<file path="config.mk">
export PLATFORM = sky130hd
export DESIGN_NAME = half_fixed_vector_relu_buffer
export DESIGN_NICKNAME = d
export VERILOG_FILES = /design/src/rtl/half_fixed_vector_relu_buffer.sv
export SDC_FILE = /design/constraint.sdc
export NUM_CORES = 1
export LEC_CHECK = 0
export CAP_MARGIN = 0
export CORE_MARGIN = 4
export CORE_UTILIZATION = 63
export DETAILED_ROUTE_END_ITERATION = 6
export GPL_TIMING_DRIVEN = 0
export PLACE_DENSITY = 0.88
export SYNTH_ARGS = -nofsm -noshare
export SYNTH_HDL_FRONTEND = slang
export SYNTH_SLANG_ARGS = --single-unit
</file>
<file path="constraint.sdc">
create_clock -name clk -period 4.61 [get_ports clk]
set_input_delay 0.6915 -clock clk [delete_from_list [all_inputs] [get_ports clk]]
set_output_delay 0.6915 -clock clk [all_outputs]
set_load 0.01 [all_outputs]
</file>
<file path="src/rtl/half_fixed_vector_relu_buffer.sv">
// ReLU vector buffer: collects LENGTH FP16 elements (negatives forced to zero), then drains them
// under valid/ready. Define HALF_RELU_ARGMAX_EN to add running argmax tracking for classifier outputs.
module half_fixed_vector_relu_buffer #(
  parameter int BITS   = 16,
  parameter int LENGTH = 10
) (
  input  logic                      clk,
  input  logic                      rstn,
  input  logic                      in_valid,
  input  logic [BITS-1:0]           in_data,
  input  logic                      out_ready,
  output logic                      out_valid,
  output logic [BITS-1:0]           out_data,
  output logic                      out_last,
  output logic                      busy,
  output logic                      overflow
`ifdef HALF_RELU_ARGMAX_EN
  ,
  output logic [$clog2(LENGTH)-1:0] argmax_index,
  output logic                      argmax_valid
`endif
);

  localparam int            CW       = $clog2(LENGTH);
  localparam logic [CW-1:0] LAST_IDX = CW'(LENGTH - 1);

  typedef enum logic {
    ST_FILL,
    ST_DRAIN
  } state_t;

  state_t          state_q, state_d;
  logic [CW-1:0]   wr_cnt_q, wr_cnt_d;
  logic [CW-1:0]   rd_cnt_q, rd_cnt_d;
  logic            overflow_q, overflow_d;
  logic [BITS-1:0] buf_q [LENGTH];
  logic [BITS-1:0] relu_data;
  logic            wr_en;

  // Sign bit set covers -0, negative values and negative NaN alike.
  assign relu_data = in_data[BITS-1] ? '0 : in_data;
  assign wr_en     = (state_q == ST_FILL) && in_valid;

  always_comb begin
    // NOTE: every always_comb output gets a default first so no path leaves it unassigned (no latch).
    state_d    = state_q;
    wr_cnt_d   = wr_cnt_q;
    rd_cnt_d   = rd_cnt_q;
    overflow_d = overflow_q;
    case (state_q)
      ST_FILL: begin
        if (in_valid) begin
          if (wr_cnt_q == LAST_IDX) begin
            wr_cnt_d = '0;
            rd_cnt_d = '0;
            state_d  = ST_DRAIN;
          end else begin
            wr_cnt_d = wr_cnt_q + CW'(1);
          end
        end
      end
      ST_DRAIN: begin
        if (in_valid) overflow_d = 1'b1;
        if (out_ready) begin
          if (rd_cnt_q == LAST_IDX) begin
            rd_cnt_d = '0;
            state_d  = ST_FILL;
          end else begin
            rd_cnt_d = rd_cnt_q + CW'(1);
          end
        end
      end
      default: state_d = ST_FILL;
    endcase
  end

  // NOTE: sequential state uses non-blocking (<=) so every register samples pre-edge values.
  always_ff @(posedge clk) begin
    if (rstn) begin
      state_q    <= ST_FILL;
      wr_cnt_q   <= '0;
      rd_cnt_q   <= '0;
      overflow_q <= 1'b0;
    end else begin
      state_q    <= state_d;
      wr_cnt_q   <= wr_cnt_d;
      rd_cnt_q   <= rd_cnt_d;
      overflow_q <= overflow_d;
    end
  end

  // NOTE: the element array is deliberately not reset; data is only read after a full fill.
  always_ff @(posedge clk) begin
    if (wr_en && !rstn) buf_q[wr_cnt_q] <= relu_data;
  end

  assign out_valid = (state_q == ST_DRAIN);
  assign busy      = (state_q == ST_DRAIN);
  assign out_last  = (state_q == ST_DRAIN) && (rd_cnt_q == LAST_IDX);
  assign out_data  = buf_q[rd_cnt_q];
  assign overflow  = overflow_q;

`ifdef HALF_RELU_ARGMAX_EN
  logic [BITS-1:0] max_val_q, max_val_d;
  logic [CW-1:0]   max_idx_q, max_idx_d;
  logic [CW-1:0]   arg_idx_q, arg_idx_d;
  logic [BITS-1:0] max_base;
  logic [CW-1:0]   idx_base;

  always_comb begin
    // Element 0 compares against zero so the previous vector's max never leaks in.
    max_base  = (wr_cnt_q == '0) ? '0 : max_val_q;
    idx_base  = (wr_cnt_q == '0) ? '0 : max_idx_q;
    max_val_d = max_val_q;
    max_idx_d = max_idx_q;
    arg_idx_d = arg_idx_q;
    if (wr_en) begin
      max_val_d = max_base;
      max_idx_d = idx_base;
      if (relu_data > max_base) begin
        max_val_d = relu_data;
        max_idx_d = wr_cnt_q;
      end
      if (wr_cnt_q == LAST_IDX) arg_idx_d = max_idx_d;
    end
  end

  always_ff @(posedge clk) begin
    if (rstn) begin
      max_val_q <= '0;
      max_idx_q <= '0;
      arg_idx_q <= '0;
    end else begin
      max_val_q <= max_val_d;
      max_idx_q <= max_idx_d;
      arg_idx_q <= arg_idx_d;
    end
  end

  assign argmax_index = arg_idx_q;
  assign argmax_valid = (state_q == ST_DRAIN);
`endif

endmodule
</file>
# After elaboration in Yosys (flattened, before gate mapping)
# Memory sizes are Yosys's and may differ from the RTL's. A register that Yosys moved wholly into a read port is not among the register bits.
# Index checks and enable logic that the tools add are counted.
[word_totals] regBits=10 ramBits=150 inputBits=20 output_inout_bits=20 elab_cells=36 memories=1
[op_classes] addsub=2 eq_ne=5 mux=16 bitwise_logic=1 reduce_logical=7
[memory_table] memory="buf_q" depth=10 width=15 read_ports=1 rd_clocked_by_memory_dff=1 write_ports=1 line_no="36" rtl="logic [BITS-1:0] buf_q [LENGTH];"
[ops] op="4-bit 2-to-1 mux" n=7
[ops] op="15-bit 2-to-1 mux" n=1
[ops] op="4-bit by 1-bit adder with 4-bit output (second input constant)" n=2
[ops] op="4-bit equality test (second input constant)" n=2
[ops] op="4-bit one-hot mux with 2 select lines" n=1
[ops] op="1-bit 2-to-1 mux" n=6
[ops] op="2-bit != test (second input constant)" n=2
[ops] op="2-bit AND reduction" n=2
[ops] op="1-bit logical AND" n=3
[ops] op="3-bit AND reduction" n=1
[ops] op="2-bit by 1-bit != test with 1-bit output (second input constant)" n=1
[ops] op="1-bit one-hot mux with 2 select lines" n=1
[ops] op="1-bit logical NOT" n=1
[ops] op="1-bit NOT" n=1

# Longest topological paths before layout
# Gate-level depths: netlist (run 1).
[logic_depth] depth_word=6 ltp_mapped=6 mapped_depth_nobuf=6

# Least setup slack after synthesis (run 1)
# OpenSTA, ideal clock, no wires.
[synth_timing] path_kind="input to register" start="in rstn" end="mem buf_q[0][0] in the netlist's numbering, enable pin" setup_time_ps=406 t_arrival_ps=2228 required_time_ps=4204 path_slack_ps=1976 path_stages=3 n_path_buf=0 path_cell_list="nor4b_1 -> nand2b_1 -> nor3_1"
[synth_between] elab_chain_cells=4
[synth_lines] element="start: declaration" line_no="8" rtl="input logic rstn,"
[synth_lines] element="1-bit logical NOT" line_no="94" rtl="if (wr_en && !rstn) buf_q[wr_cnt_q] <= relu_data;"
[synth_lines] element="1-bit logical AND" line_no="94"
[synth_lines] element="1-bit 2-to-1 mux" line_no="94"
[synth_lines] element="1-bit 2-to-1 mux (implied by the code)" line_no="94"
[synth_lines] element="end: declaration" line_no="36"
# Every way passes these cells.

==> results.py, run 1 <==
metrics = {
    "floorplanning": {
        "rows": 37,
        "core_um2": 10300,
        "num_io_pins": 40,
        "dieHeight_um": 111,
        "start_util_pct": 64.8,
        "dieWidth_um": 111,
        "die-area_um2": 12300,
    },
    "logic_synthesis": {
        "ys_ff_latch": 164,
        "synth_edf_count": 150,
        "synth_warnings": 0,
        "synth_ff_type": "edfxtp_1",
        "ys_seq_area_share_pct": 71.5,
        "synth_most_common_cell": "edfxtp_1",
        "syn-num-nets": 432,
        "netlist_area_um2": 6690,
        "synth_cell_types": 39,
        "synthCells": 410,
        "syn_area_per_cell_um2": 16.3,
        "yosysTopAreaCellShare_pct": 67.3,
        "yosys.area.top_type": "edfxtp_1",
        "synthArstFlopShare_pct": 0,
        "synthTopCellsByArea": "edfxtp_1, mux2_2, mux2i_1",
        "yosys-top-cells-count": "edfxtp_1, mux2_2, mux2i_1",
    },
    "setup_path": {
        "setup.worst_path.end_class": "primary output",
        "setup.worst_path.class": "reg -> out",
        "r2r_slack_ns": 2.07,
        "start_kind": "flop",
        "r2r-start": "busy",
        "required_ns": 3.92,
        "reg2regPathDepth": 4,
        "arrival_ns": 2.80,
        "r2r-end": "buf_q[6][5]",
        "worst-path-max-fanout": 10,
    },
    "route": {
        "routedLengthMet1_um": 5630,
        "viasPerCell": 6.28,
        "drt_first_pass_iters": 5,
        "totalWireLength_um": 15000,
        "postRouteAntennaNets": 0,
        "wire_per_inst_um": 24.1,
        "wl_met3_um": 1110,
        "via_count": 3912,
        "wl_met2_um": 7940,
        "highest_layer": "met4",
        "drc": 0,
        "drt_iter0_markers": 414,
    },
    "min_path": {
        "holdPathStages": 2,
        "hold_start": "overflow",
        "hold_end": "overflow",
        "min_path_type": "reg -> reg",
    },
    "cells_and_area": {
        "antennaDiodeCount": 0,
        "nets": 498,
        "area_growth_pct": 19.1,
        "final_layout_size_suffix_gt1_share_pct": 22.6,
        "fill_cells": 537,
    },
    "timing": {
        "skew_ns": 0.00699,
        "fin_setup_tns_ns": 0,
        "slew_viol_final": 0,
        "rsz0062_at_grt": "false",
        "maxSlewHeadroom_pct": 28.0,
        "period_share_pct": 75.8,
        "clock.fmax_ghz": 0.286,
        "tightest_slew_ns": 1.08,
        "setup_viol": 0,
        "hold_viol": 0,
        "min_period_ns": 3.50,
    },
    "power_and_ir_drop": {
        "total_power_mw": 3.21,
        "leakage_nw": 2.56,
        "vdd_drop_max_mv": 0.292,
        "powerDensity_nw_per_um2": 402,
    },
    "place": {
        "port_buffers": 38,
        "place_hpwl_um": 9080,
        "place_congestion": 0.764,
    },
    "clocking": {
        "cts.path.max_buffers": 2,
        "clk_pin_slew_ns": 0.06,
        "cts_buffers": 17,
        "postCtsHoldBufs": 0,
        "insertion_delay_ns": 0.54,
        "cts_tree": "built",
        "root_buffer": "clkbuf_8",
        "ctsResizeCount": 0,
        "post_cts_buffers": 0,
        "cts_sinks": 164,
        "cts-htree-levels": 4,
    },
    "flow_run": {
        "max_cap_violations": 0,
    },
    "global_routing": {
        "grt_pass1_wl_um": 22900,
        "grtUsageTotal_pct": 25.3,
        "grt_overflow": 0,
        "grt_pass1_vias": 3984,
        "grt_antenna_before_repair": 0,
        "grt_max_degree": 17,
    },
    "status": {
        "status": "finished, final reports clean",
    },
}
[area by class of cell]
class | count | area [um2] | area share (%)
Inverter | 3 | 11.3 | 0.141
Multi-Input combinational cell | 220 | 1740 | 21.8
Tap cell | 136 | 170 | 2.14
Clock inverter | 12 | 180 | 2.26
Timing Repair Buffer | 47 | 489 | 6.14
Buffer | 23 | 181 | 2.28
Sequential cell | 164 | 4780 | 60.0
Clock buffer | 18 | 418 | 5.24
[placed cells by master, fill, tap and decap left out, types with 3 or more instances in the layout]
| master | n |
|---|---|
| edfxtp_1 | 150 |
| mux2_2 | 45 |
| clkdlybuf4s50_1 | 38 |
| mux2i_1 | 30 |
| nand2_1 | 23 |
| nor2b_1 | 18 |
| clkbuf_16 | 16 |
| o22ai_1 | 15 |
| a221o_1 | 15 |
| dfxtp_1 | 14 |
| clkbuf_1 | 10 |
| nor2_1 | 10 |
| o21ai_1 | 9 |
| buf_6 | 7 |
| nand2b_1 | 6 |
| o21ai_2 | 6 |
| a21oi_1 | 6 |
| buf_4 | 5 |
| nor2_2 | 5 |
| buf_2 | 4 |
| bufinv_16 | 4 |
| buf_8 | 4 |
| inv_1 | 3 |
| buf_12 | 3 |
| and2b_1 | 3 |
| o21ai_0 | 3 |
| inv_6 | 3 |
[routing by layer]
metal,global-route usage (%),vias to the layer above
met3,4.59,29
met2,45.6,214
li1,-,1716
met4,8.60,0
met1,30.7,1953
met5,0,-
[logic make-up (layout without fill, tap and decap cells)]
group / after synthesis / in the layout / share of synthesized area (%)
AO/OA/AOI/OAI: 59 / 59 / 6.47
other: 1 / 1 / 0.0561
flip-flops: 164 / 164 / 71.5
multiplexers: 75 / 75 / 12.1
AND/OR/NAND/NOR: 80 / 80 / 6.25
XOR/XNOR: 3 / 3 / 0.393
buffers and inverters: 26 / 103 / 2.88
adder cells (fa/ha/maj): 2 / 2 / 0.374
[worst max-delay path, cell delays in order (launching register included)]
cell and delay [ns]:
dfxtp_1 0.37, nand2b_1 0.17, clkbuf_1 0.49, o22ai_1 0.17
a221o_1 0.31, o21ai_1 0.17, clkdlybuf4s50_1 0.58
[how the worst max path moves through the flow]
stage / startpoint / end / cells past startpoint
2_1_floorplan: rstn / buf_q[0][0] / 3
3_3_place_gp: in_valid / buf_q[0][5] / 4
3_5_place_dp: rstn / buf_q[6][6] / 4
4_1_cts: flop / out_data[0] / 6
5_1_grt: flop / out_data[0] / 6
6_report: flop / out_data[0] / 6
[flip-flops by register name (all words and copies together) (netlist names), named ones only]
name / cells
overflow: 1
wr_cnt_q: 4
busy: 1
rd_cnt_q: 4
buf_q: 150
[report_power, final]
part	leakage (nW)	total, mW	switching, mW	internal (mW)
registers	1.49	1.65	0.00459	1.64
logic	0.785	0.118	0.0657	0.0527
clock network	0.290	1.44	0.564	0.878
[stage by stage]
stage          instance area, um2  util [%]  hold WS, ns  std cells  worst slack (ns)
2_1_floorplan                6690         -        0.473        410              1.98
3_3_place_gp                 7240      70.1        0.454        584             0.336
3_5_place_dp                 7370      71.4        0.463        593              1.60
4_1_cts                      7970      77.2        0.479        623              1.15
5_1_grt                      7970      77.2        0.505        623              1.06
6_report                     7970      77.2        0.474        623              1.11
Power figures use the tool's default switching activity.
==> inputs of run 2 (changes only) <==
--- a/config.mk
+++ b/config.mk
@@ -7,10 +7,10 @@
 export LEC_CHECK = 0
 export CAP_MARGIN = 0
 export CORE_MARGIN = 4
-export CORE_UTILIZATION = 63
+export CORE_UTILIZATION = 59
 export DETAILED_ROUTE_END_ITERATION = 6
 export GPL_TIMING_DRIVEN = 0
-export PLACE_DENSITY = 0.88
+export PLACE_DENSITY = 0.83
 export SYNTH_ARGS = -nofsm -noshare
 export SYNTH_HDL_FRONTEND = slang
 export SYNTH_SLANG_ARGS = --single-unit
==> constraint.sdc (replaced) <==
create_clock -name clk -period 3.4 [get_ports clk]
set_input_delay 0.51 -clock clk [delete_from_list [all_inputs] [get_ports clk]]
set_output_delay 0.51 -clock clk [all_outputs]
set_load 0.01 [all_outputs]
==> run 2 against run 1 <==
Critical path depth unchanged. Clock-buffer cell count up 1. Utilization down 5.0 points. Highest routed layer unchanged. Flip-flop and latch count unchanged. Via count down 1.2%. Sequential share of layout area up 0.29 points. Clock skew about the same. Combinational power up 36%.
==> results.py, run 2 (synthesis gave the netlist of run 1 again) <==
metrics = {
    "setup_path": {
        "critical-path-max-stage-delay_ns": 0.57,
        "r2r-end": "buf_q[4][4]",
        "r2r_slack_ns": 0.60,
        "slowest_stage": "clkdlybuf4s50_1",
        "setup.worst_path.end_class": "primary output",
        "reg2regPathDepth": 5,
        "arrival_ns": 2.67,
        "critPathTopFamily": "buffers and inverters",
        "crit_chain": "nand2b_1 > clkbuf_1 > o22ai_1 > a221o_1 > o21ai_1 > clkdlybuf4s50_1",
        "worst-path-max-fanout": 10,
        "setup.worst_path.class": "reg -> out",
        "start_kind": "flop",
        "r2r-start": "busy",
        "timing.critical_path.buf_inv": 2,
        "required_ns": 2.89,
    },
    "min_path": {
        "min_path_type": "reg -> reg",
        "hold_end": "overflow",
        "hold_start": "overflow",
        "holdPathStages": 2,
    },
    "floorplanning": {
        "num_io_pins": 40,
        "rows": 38,
        "dieWidth_um": 114,
        "die-area_um2": 13100,
        "core_um2": 11000,
        "dieHeight_um": 114,
        "start_util_pct": 60.9,
    },
    "clocking": {
        "root_buffer": "clkbuf_16",
        "ctsResizeCount": 0,
        "clk_pin_slew_ns": 0.06,
        "insertion_delay_ns": 0.43,
        "post_cts_buffers": 0,
        "cts_sinks": 164,
        "cts_buffers": 17,
        "cts_tree": "built",
        "cts.path.max_buffers": 2,
        "postCtsHoldBufs": 0,
        "cts-htree-levels": 4,
    },
    "global_routing": {
        "grt_antenna_before_repair": 0,
        "grt_pass1_wl_um": 22000,
        "grtUsageTotal_pct": 23.5,
        "grt_overflow": 0,
        "grt_pass1_vias": 4019,
        "grt_util_met1_pct": 28.3,
        "grt.busiest_layer": "met2",
        "grt_use_met3_pct": 5.55,
        "grt_max_degree": 17,
        "use_met2_pct": 39.3,
    },
    "route": {
        "wire_per_inst_um": 23.4,
        "totalWireLength_um": 14600,
        "postRouteAntennaNets": 0,
        "drt_iter0_markers": 368,
        "drt_first_pass_iters": 5,
        "drc": 0,
        "via_count": 3864,
        "viasPerCell": 6.16,
    },
    "cells_and_area": {
        "mostFrequentLayoutCells": "edfxtp_1, mux2_2, clkdlybuf4s50_1, mux2i_1, nand2_1",
        "top_register": "buf_q",
        "final_area_um2": 7930,
        "largest_reg_flops": 150,
        "nets": 496,
        "antennaDiodeCount": 0,
        "final_layout_size_suffix_gt1_share_pct": 22.6,
        "area_growth_pct": 18.6,
        "reg_top3": "buf_q (150), rd_cnt_q (4), wr_cnt_q (4)",
        "instances_no_fill": 627,
        "layout_commonest_cell": "edfxtp_1",
    },
    "timing": {
        "maxSlewHeadroom_pct": 22.4,
        "slew_viol_final": 0,
        "setup_viol": 0,
        "tightest_slew_ns": 1.16,
        "whs_ns": 0.476,
        "min_period_ns": 3.18,
        "clock.fmax_ghz": 0.314,
        "period_share_pct": 93.6,
        "rsz0062_at_grt": "false",
        "hold_viol": 0,
        "skew_ns": 0.00706,
    },
    "power_and_ir_drop": {
        "vdd_drop_max_mv": 0.351,
        "powerDensity_nw_per_um2": 534,
        "leakage_nw": 2.53,
    },
    "place": {
        "place_area_um2": 7360,
        "place_hpwl_um": 9110,
        "place_congestion": 0.766,
        "dp_cells": 595,
        "port_buffers": 38,
    },
    "flow_run": {
        "max_cap_violations": 0,
    },
    "status": {
        "status": "finished, final reports clean",
    },
}
==> run 2: worst max path at each step <==
stage | slack (ns) | to | depth (start not counted)
after floorplan | 0.85 | buf_q[0][0] | 4
final | 0.22 | out_data[2] | 6
after detailed placement | 0.35 | buf_q[4][4] | 5
after CTS | 0.23 | out_data[4] | 6
after global routing | 0.1 | out_data[4] | 6
after global placement | -0.77 | buf_q[0][5] | 4
==> run 2: tightest hold or removal path: cells and delay by family (launching register included) <==
family	cells	cell delay [ns]
AOI/OAI and AO/OA	1	0.04
and+or+nand+nor	1	0.07
DFF	1	0.33
==> run 2: metal layers <==
layer,wire length (um),vias to the layer above
met5,0,-
met4,532,0
met3,926,42
met2,7500,181
met1,5690,1918
li1,-,1723
==> run 2: layout make-up <==
| type | count | area [um2] |
|---|---|---|
| Buffer | 23 | 181 |
| Multi-Input combinational cell | 220 | 1740 |
| Clock buffer | 19 | 433 |
| Fill cell | 697 | 3050 |
| Tap cell | 140 | 175 |
| Clock inverter | 13 | 135 |
| Sequential cell | 164 | 4780 |
| Timing Repair Buffer | 45 | 470 |
| Inverter | 3 | 11.3 |
==> run 2: through the flow <==
stage	setup TNS, ns	power (mW)	util (%)	setup slack (ns)
detailed placement	0	2.43	67.0	0.352
global placement	-19.53	2.41	66.0	-0.774
global route	0	4.34	72.2	0.0978
floorplan	0	2.35	-	0.849
finish	0	4.23	72.2	0.219
CTS	0	4.23	72.2	0.233
==> run 2: where the power goes <==
group	total [mW]	switching, mW	internal [mW]
clock network	1.84	0.763	1.08
logic	0.161	0.0899	0.0714
registers	2.23	0.00591	2.23
